**config.mk**
```make
export PLATFORM = sky130hd
export DESIGN_NAME = interleaver_branch_controller
export DESIGN_NICKNAME = d
export VERILOG_FILES = /design/src/rtl/interleaver_branch_controller.sv
export SDC_FILE = /design/constraint.sdc
export NUM_CORES = 1
export LEC_CHECK = 0
export ABC_AREA = 1
export CAP_MARGIN = 20
export CORE_UTILIZATION = 41
export CTS_BUF_LIST = sky130_fd_sc_hd__clkbuf_2 sky130_fd_sc_hd__clkbuf_4 sky130_fd_sc_hd__clkbuf_8
export CTS_CLUSTER_DIAMETER = 50
export DETAILED_ROUTE_END_ITERATION = 12
export PLACE_DENSITY = 0.66
export SLEW_MARGIN = 20
export SYNTH_ARGS = -nofsm -noshare
export SYNTH_HDL_FRONTEND = slang
export SYNTH_SLANG_ARGS = --single-unit
```
**constraint.sdc**
```tcl
create_clock -name clk -period 2.4 [get_ports clk]
set_input_delay 0.36 -clock clk [delete_from_list [all_inputs] [get_ports clk]]
set_output_delay 0.36 -clock clk [all_outputs]
set_load 0.02 [all_outputs]
```
**src/rtl/interleaver_branch_controller.sv**
```systemverilog
// interleaver_branch_controller: packet sync search, branch rotation and zero-fill drain for a convolutional interleaver
module interleaver_branch_controller #(
    parameter int          NUM_BRANCHES = 12,
    parameter int          DEPTH_M      = 17,
    parameter int          PACKET_LEN   = 204,
    parameter logic [7:0]  SYNC_BYTE    = 8'h47
) (
    input  logic       clk,
    input  logic       reset,
    input  logic [7:0] in_data,
    input  logic       in_valid,
    output logic       in_ready,
    input  logic       flush,
    output logic [7:0] dp_data,
    output logic       shift_en,
    output logic [3:0] select,
    output logic       sync_locked,
    output logic       flush_done
);
    localparam int          PW    = $clog2(PACKET_LEN);
    localparam logic [15:0] DRAIN = 16'(NUM_BRANCHES * (NUM_BRANCHES - 1) * DEPTH_M);
    localparam logic [3:0]  LAST  = 4'(NUM_BRANCHES - 1);

    typedef enum logic [1:0] {SEARCH, RUN, FLUSH} state_t;

    state_t        state, state_n;
    logic [3:0]    branch, branch_n, branch_inc;
    logic [PW-1:0] pos, pos_n;
    logic [1:0]    miss, miss_n;
    logic [15:0]   drain, drain_n;
    logic [7:0]    data_n;
    logic [3:0]    sel_n;
    logic          shift_n, lock_n, done_n, fwd, accept;

    assign in_ready   = ~reset & (state != FLUSH);
    assign accept     = in_valid & in_ready;
    assign branch_inc = (branch == LAST) ? 4'd0 : branch + 4'd1;

    // Next-state and next-output decode; outputs hold unless a shift or a drain completion occurs
    always_comb begin
        state_n  = state;
        branch_n = branch;
        pos_n    = pos;
        miss_n   = miss;
        drain_n  = drain;
        shift_n  = 1'b0;
        data_n   = dp_data;
        sel_n    = select;
        lock_n   = sync_locked;
        done_n   = 1'b0;
        fwd      = 1'b0;
        case (state)
            SEARCH: begin
                if (accept && in_data == SYNC_BYTE) begin
                    fwd     = 1'b1;
                    state_n = RUN;
                    lock_n  = 1'b1;
                    miss_n  = 2'd0;
                end
            end
            RUN: begin
                if (accept) begin
                    if (pos == '0 && in_data != SYNC_BYTE) begin
                        if (miss == 2'd2) begin
                            state_n  = SEARCH;
                            lock_n   = 1'b0;
                            branch_n = 4'd0;
                            pos_n    = '0;
                            miss_n   = 2'd0;
                        end else begin
                            miss_n = miss + 2'd1;
                            fwd    = 1'b1;
                        end
                    end else begin
                        miss_n = (pos == '0) ? 2'd0 : miss;
                        fwd    = 1'b1;
                    end
                end
                // Losing lock takes priority over a simultaneous flush request
                if (flush && state_n == RUN) begin
                    state_n = FLUSH;
                    drain_n = 16'd0;
                end
            end
            FLUSH: begin
                if (drain == DRAIN) begin
                    done_n   = 1'b1;
                    state_n  = SEARCH;
                    lock_n   = 1'b0;
                    branch_n = 4'd0;
                    pos_n    = '0;
                    miss_n   = 2'd0;
                    drain_n  = 16'd0;
                    sel_n    = 4'd0;
                end else begin
                    shift_n  = 1'b1;
                    data_n   = 8'h00;
                    sel_n    = branch;
                    branch_n = branch_inc;
                    drain_n  = drain + 16'd1;
                end
            end
            default: state_n = SEARCH;
        endcase
        if (fwd) begin
            shift_n  = 1'b1;
            data_n   = in_data;
            sel_n    = branch;
            branch_n = branch_inc;
            pos_n    = (pos == PW'(PACKET_LEN - 1)) ? '0 : pos + PW'(1);
        end
    end

    // State, counters and registered datapath outputs
    always_ff @(posedge clk) begin
        if (reset) begin
            state       <= SEARCH;
            branch      <= 4'd0;
            pos         <= '0;
            miss        <= 2'd0;
            drain       <= 16'd0;
            shift_en    <= 1'b0;
            dp_data     <= 8'h00;
            select      <= 4'd0;
            sync_locked <= 1'b0;
            flush_done  <= 1'b0;
        end else begin
            state       <= state_n;
            branch      <= branch_n;
            pos         <= pos_n;
            miss        <= miss_n;
            drain       <= drain_n;
            shift_en    <= shift_n;
            dp_data     <= data_n;
            select      <= sel_n;
            sync_locked <= lock_n;
            flush_done  <= done_n;
        end
    end
endmodule

```
==> results, run 1 <==
- The final number of setup-violating endpoints is 0.
- The post-route clock period utilization is 86.3%.
- The final layout contains routed wiring with a total length of 6.69 mm.
- Summing the areas of all xor and xnor instances in the mapped netlist gives 2.77% of the synthesized area.
- Max-cap violations in this run came to 0.
- The cell area that synthesis handed to floorplanning was 2850 µm².
- On the final layout, the worst clock skew is 0.00453 ns.
- The number of different library cells used by synthesis comes to 31.
- The total iterations of the first detailed-routing run is 5.
- Of all nets on the critical path, the largest fanout is 10.
- In this run the worst setup path begins at state[0].
- Dividing total power by cell area gives a power density of 405 nW/µm².
- The first global-routing pass estimated 11.4 mm of wire.
- The post-detailed-route count of antenna-violating nets is 0.
- Synthesis produced 424 cells.
- The synthesized netlist devotes 3.95% of its cell area to adder and majority cells.
- The hold violation count in the final report is 0.
- The worst setup path is of the flip-flop to flip-flop kind.
- The cell-internal power is 0.00103 W.
- The combinational family with the most area after synthesis is simple AND/OR/NAND/NOR gates.
- The fraction of synthesized area in multiplexers is 0%.
- The synthesized design spends more area on one cell type than any other, namely sky130_fd_sc_hd__dfxtp_1.
- The clock reaches the later pin of the worst-skew pair after 0.29 ns.
- The flow ran to the end, and the final reports show no timing, DRC or antenna violations.
- The CTS root buffer is sky130_fd_sc_hd__clkbuf_8.
- Counting every net in the synthesized netlist gives 445.
- After routing the design area is 3260 µm².
- Summing all placed instances gives a cell area of 3170 µm².
- In the routed design, unresolved DRC markers number 0.
- The number of max-slew violations in the final report is 0.
- The number of synthesis warnings is 0.
- The headroom to the max-slew limit is 67.4%.
- The chip width is 85.3 µm.
- The internal reg-to-reg setup slack is 0.33 ns.
- The worst-case clock buffer depth is 2.
- The sequential share of the synthesized area is 33.0%.
- The core area is 6760 µm².
- The worst hold path begins at branch[2].
- The count of cells along the worst hold path is 2.
- Setup repair after global routing left no endpoint under its margin.
- The worst setup path is captured at a flip-flop.
- For the worst setup path, the data required time is 2.59 ns.
- After legalization and detailed placement, the total HPWL measured 4.75 mm.
- The share of cells above drive strength 1 is 8.00%.
- The die area is 7280 µm².
- The analysis attributes to net switching a power of 0.000291 W.
- The synthesized netlist devotes 9.84% of its cell area to compound gates.
- The number of hold buffers added after cts is 0.
- The logic gate share of total power is 3.8%.
- Row generation in the floorplan step produced 30 rows.
- The peak supply drop is 0.222 mV.
- The count of buffers added by post-CTS timing repair for setup is 0.
- The layout-stage area growth over the synthesis result is 14.4%.
- The CTS tree is yes.
- The number of buffer cells added on primary ports is 27.
- The number of antenna violations at the first check in global routing is 0.
- The endpoint identified for the worst register-to-register timing path is branch[0].
- The final-stage net count is 470.
- The endpoint of the worst hold-timing path is branch[2].
- The via count of the first global-routing pass is 2,594.
- Once the floorplan was initialized, standard cells occupied 42.1% of the core.
- The fraction of power consumed by the clock network is 37.2%.
- The synthesized area per cell is 6.72 µm².
- The fraction of power spent switching nets is 22.0%.
- Entering global routing, the biggest net connects 39 pins.
- The worst path needs 2.07 ns of the cycle, external delays included.
- Global routing finished with a remaining overflow of 0.
- At the end of routability-driven placement, the weighted congestion stood at 0.853.
- The clock slew at the register clock pins of the worst setup and hold paths is 0.08 ns.
- The maximum operating frequency is 483 MHz.
- During I/O placement, the number of pins put on the boundary was 28.
- The simple-gate share of the synthesized area is 41.3%.
- The top cell type by area accounts for 33.0% of the synthesized area.
- The detailed router finished its first iteration with 80 violations.
- After detailed routing, the number of vias per cell comes to 5.23.
- The H-tree was split into 2 levels.
- The clock net in this run drives a total of 47 sinks.
- The worst setup path is launched from a flip-flop.
- Summed over all failing endpoints, the final setup total negative slack is 0 ns.
- The standby leakage power is 1.19 nW.
- The aggregate global-route resource usage is 19.2%.
- For this run, the share of the core covered by cells in the final layout is 48.2%.
- Counting the buffers created by CTS gives 5.
- The number of antenna diodes in the final layout is 0.
- Yosys attributes the largest share of cell area to sky130_fd_sc_hd__dfxtp_1 (33%), sky130_fd_sc_hd__nand2_1 (12%), sky130_fd_sc_hd__nand3_1 (9.5%), sky130_fd_sc_hd__a21oi_1 (6.9%), sky130_fd_sc_hd__nor2_1 (6.5%).
- In this run the critical register-to-register path is launched from state[0].
- The worst hold path belongs to the class flip-flop to flip-flop.
- The routed layout has 2,773 vias.
- The arrival time of the worst setup path is 2.26 ns.
- Registers are responsible for 59.0% of the overall power.
- The transition time at the pin with the least slew margin is 0.485 ns.
- The depth of the most critical reg-to-reg path is 11.
- The number of register bits inferred by synthesis is 47.
- The per-cell routed wire length is 12.6 µm.
- The y dimension of the die is 85.3 µm.
==> worst max path at each step <==
stage | to | cells after the start
floorplan | branch[0] | 11
global placement | drain[1] | 12
detailed placement | drain[1] | 12
CTS | in_ready | 4
global route | branch[3] | 12
finish | branch[0] | 11
==> final cells by class <==
cell class | count | area [µm²]
clock buffer | 7 | 83.8
timing repair buffer | 31 | 303
multi-input combinational | 317 | 1650
tap | 80 | 100
sequential | 47 | 941
clock inverter | 1 | 5.00
fill | 708 | 3500
inverter | 47 | 176
==> metrics by stage <==
step                      hold slack [ns]  worst slack [ns]  total power (W)  std cells
after global placement              0.464             0.295         0.000848        522
after CTS                           0.473            0.0641          0.00134        530
after global routing                0.504             0.139          0.00137        530
final                               0.469             0.330          0.00132        530
after floorplan                     0.445             0.502         0.000819        424
after detailed placement            0.461             0.270         0.000848        522
==> cell usage after synthesis <==
library cell,instances
sky130_fd_sc_hd__o21ai_0,11
sky130_fd_sc_hd__nor3_2,1
sky130_fd_sc_hd__nand3_1,54
sky130_fd_sc_hd__nand2_8,2
sky130_fd_sc_hd__a21oi_2,1
sky130_fd_sc_hd__nor2_4,1
sky130_fd_sc_hd__and3_1,1
sky130_fd_sc_hd__buf_4,2
sky130_fd_sc_hd__nor3_1,10
sky130_fd_sc_hd__buf_6,3
sky130_fd_sc_hd__nand2_4,3
sky130_fd_sc_hd__buf_2,2
sky130_fd_sc_hd__or2_1,1
sky130_fd_sc_hd__nand2_1,89
sky130_fd_sc_hd__inv_1,45
sky130_fd_sc_hd__xor2_1,8
sky130_fd_sc_hd__nand3_2,4
sky130_fd_sc_hd__nor2_1,49
sky130_fd_sc_hd__inv_2,2
sky130_fd_sc_hd__nand4_1,17
sky130_fd_sc_hd__a21oi_1,39
sky130_fd_sc_hd__ha_1,9
sky130_fd_sc_hd__clkbuf_1,6
sky130_fd_sc_hd__xnor2_1,1
sky130_fd_sc_hd__nand3b_1,3
sky130_fd_sc_hd__dfxtp_1,47
sky130_fd_sc_hd__a31oi_1,1
sky130_fd_sc_hd__nor2_2,3
sky130_fd_sc_hd__o21bai_1,2
sky130_fd_sc_hd__or2_2,2
sky130_fd_sc_hd__nand2_2,5
==> worst max-delay path, cell delays in order (launching register included) <==
cell and delay (ns):
sky130_fd_sc_hd__dfxtp_1 0.41, sky130_fd_sc_hd__inv_1 0.10, sky130_fd_sc_hd__ha_1 0.31, sky130_fd_sc_hd__nor2_4 0.22, sky130_fd_sc_hd__nand2_4 0.08, sky130_fd_sc_hd__nor2_2 0.11, sky130_fd_sc_hd__nand2_1 0.08, sky130_fd_sc_hd__buf_4 0.19
sky130_fd_sc_hd__nand2_1 0.11, sky130_fd_sc_hd__nand2_1 0.11, sky130_fd_sc_hd__o21ai_0 0.18, sky130_fd_sc_hd__a21oi_1 0.05
==> cells in the final DEF, fill, tap and decap left out <==
cell | netlist | final
sky130_fd_sc_hd__inv_2 | 2 | 2
sky130_fd_sc_hd__dfxtp_1 | 47 | 47
sky130_fd_sc_hd__nor2_4 | 1 | 1
sky130_fd_sc_hd__a21oi_2 | 1 | 1
sky130_fd_sc_hd__nand2_1 | 89 | 89
sky130_fd_sc_hd__a31oi_1 | 1 | 1
sky130_fd_sc_hd__or2_1 | 1 | 1
sky130_fd_sc_hd__clkinv_2 | 0 | 1
sky130_fd_sc_hd__xor2_1 | 8 | 8
sky130_fd_sc_hd__o21ai_0 | 11 | 11
sky130_fd_sc_hd__clkbuf_8 | 0 | 5
sky130_fd_sc_hd__nor3_2 | 1 | 1
sky130_fd_sc_hd__nand2_8 | 2 | 2
sky130_fd_sc_hd__a21oi_1 | 39 | 39
sky130_fd_sc_hd__dlymetal6s2s_1 | 0 | 1
sky130_fd_sc_hd__nand3_1 | 54 | 54
sky130_fd_sc_hd__or2_2 | 2 | 2
sky130_fd_sc_hd__inv_1 | 45 | 45
sky130_fd_sc_hd__nand3_2 | 4 | 4
sky130_fd_sc_hd__buf_4 | 2 | 4
sky130_fd_sc_hd__clkbuf_4 | 0 | 2
sky130_fd_sc_hd__xnor2_1 | 1 | 1
sky130_fd_sc_hd__nor3_1 | 10 | 10
sky130_fd_sc_hd__nand4_1 | 17 | 17
sky130_fd_sc_hd__and3_1 | 1 | 1
sky130_fd_sc_hd__ha_1 | 9 | 9
sky130_fd_sc_hd__nor2_2 | 3 | 3
sky130_fd_sc_hd__nor2_1 | 49 | 49
sky130_fd_sc_hd__o21bai_1 | 2 | 2
sky130_fd_sc_hd__nand3b_1 | 3 | 3
sky130_fd_sc_hd__clkdlybuf4s50_1 | 0 | 26
sky130_fd_sc_hd__nand2_2 | 5 | 5
sky130_fd_sc_hd__nand2_4 | 3 | 3
==> repair_timing <==
action | CTS | global route
endpoints found under the setup margin | 0 | 1
endpoints found under the hold margin | 0 | 0
gates resized for setup | 0 | 1
==> power groups by stage <==
stage / clock, W / sequential [W] / combinational (W)
detailed placement: 0 / 0.000798 / 0.0000504
global placement: 0 / 0.000798 / 0.0000502
floorplan: 0 / 0.000798 / 0.0000209
CTS: 0.000511 / 0.000780 / 0.0000505
global route: 0.000535 / 0.000780 / 0.0000550
finish: 0.000491 / 0.000779 / 0.0000500
==> per-layer routing <==
| layer | global-route usage, % | wire length [µm] | part of all wire [%] |
|---|---|---|---|
| met3 | 3.70 | 202 | 3.0 |
| met4 | 5.45 | 78 | 1.2 |
| met2 | 34.0 | 3210 | 48 |
| met5 | 0 | 0 | 0 |
| met1 | 23.6 | 3210 | 48 |
==> sequential cells by signal, summed over array words and instances (netlist names) <==
name,flops
flush_done,1
dp_data,8
drain,16
branch,4
shift_en,1
state,2
select,4
pos,8
sync_locked,1
miss,2
==> cell families (layout without fill, tap and decap cells) <==
kind of cell	count (synthesis)	after routing
flip-flops	47	47
buffers and inverters	60	86
adder cells (fa/ha/maj)	9	9
XOR/XNOR	9	9
AO/OA/AOI/OAI	54	54
AND/OR/NAND/NOR	245	245
No activity file was read; power rests on OpenSTA's default activity.
==> inputs of run 2 (changes only) <==
--- a/config.mk
+++ b/config.mk
@@ -12,6 +12,7 @@
 export CTS_CLUSTER_DIAMETER = 50
 export DETAILED_ROUTE_END_ITERATION = 12
 export PLACE_DENSITY = 0.66
+export SETUP_SLACK_MARGIN = 0.05
 export SLEW_MARGIN = 20
 export SYNTH_ARGS = -nofsm -noshare
 export SYNTH_HDL_FRONTEND = slang
==> results of run 2 <==
The final DEF is identical to that of run 1; final timing and power are the same.
==> inputs of run 3 (changes only) <==
--- a/config.mk
+++ b/config.mk
@@ -12,7 +12,6 @@
 export CTS_CLUSTER_DIAMETER = 50
 export DETAILED_ROUTE_END_ITERATION = 12
 export PLACE_DENSITY = 0.66
-export SETUP_SLACK_MARGIN = 0.05
 export SLEW_MARGIN = 20
 export SYNTH_ARGS = -nofsm -noshare
 export SYNTH_HDL_FRONTEND = slang
==> results of run 3 <==
The final DEF is identical to that of run 1; final timing and power are the same.
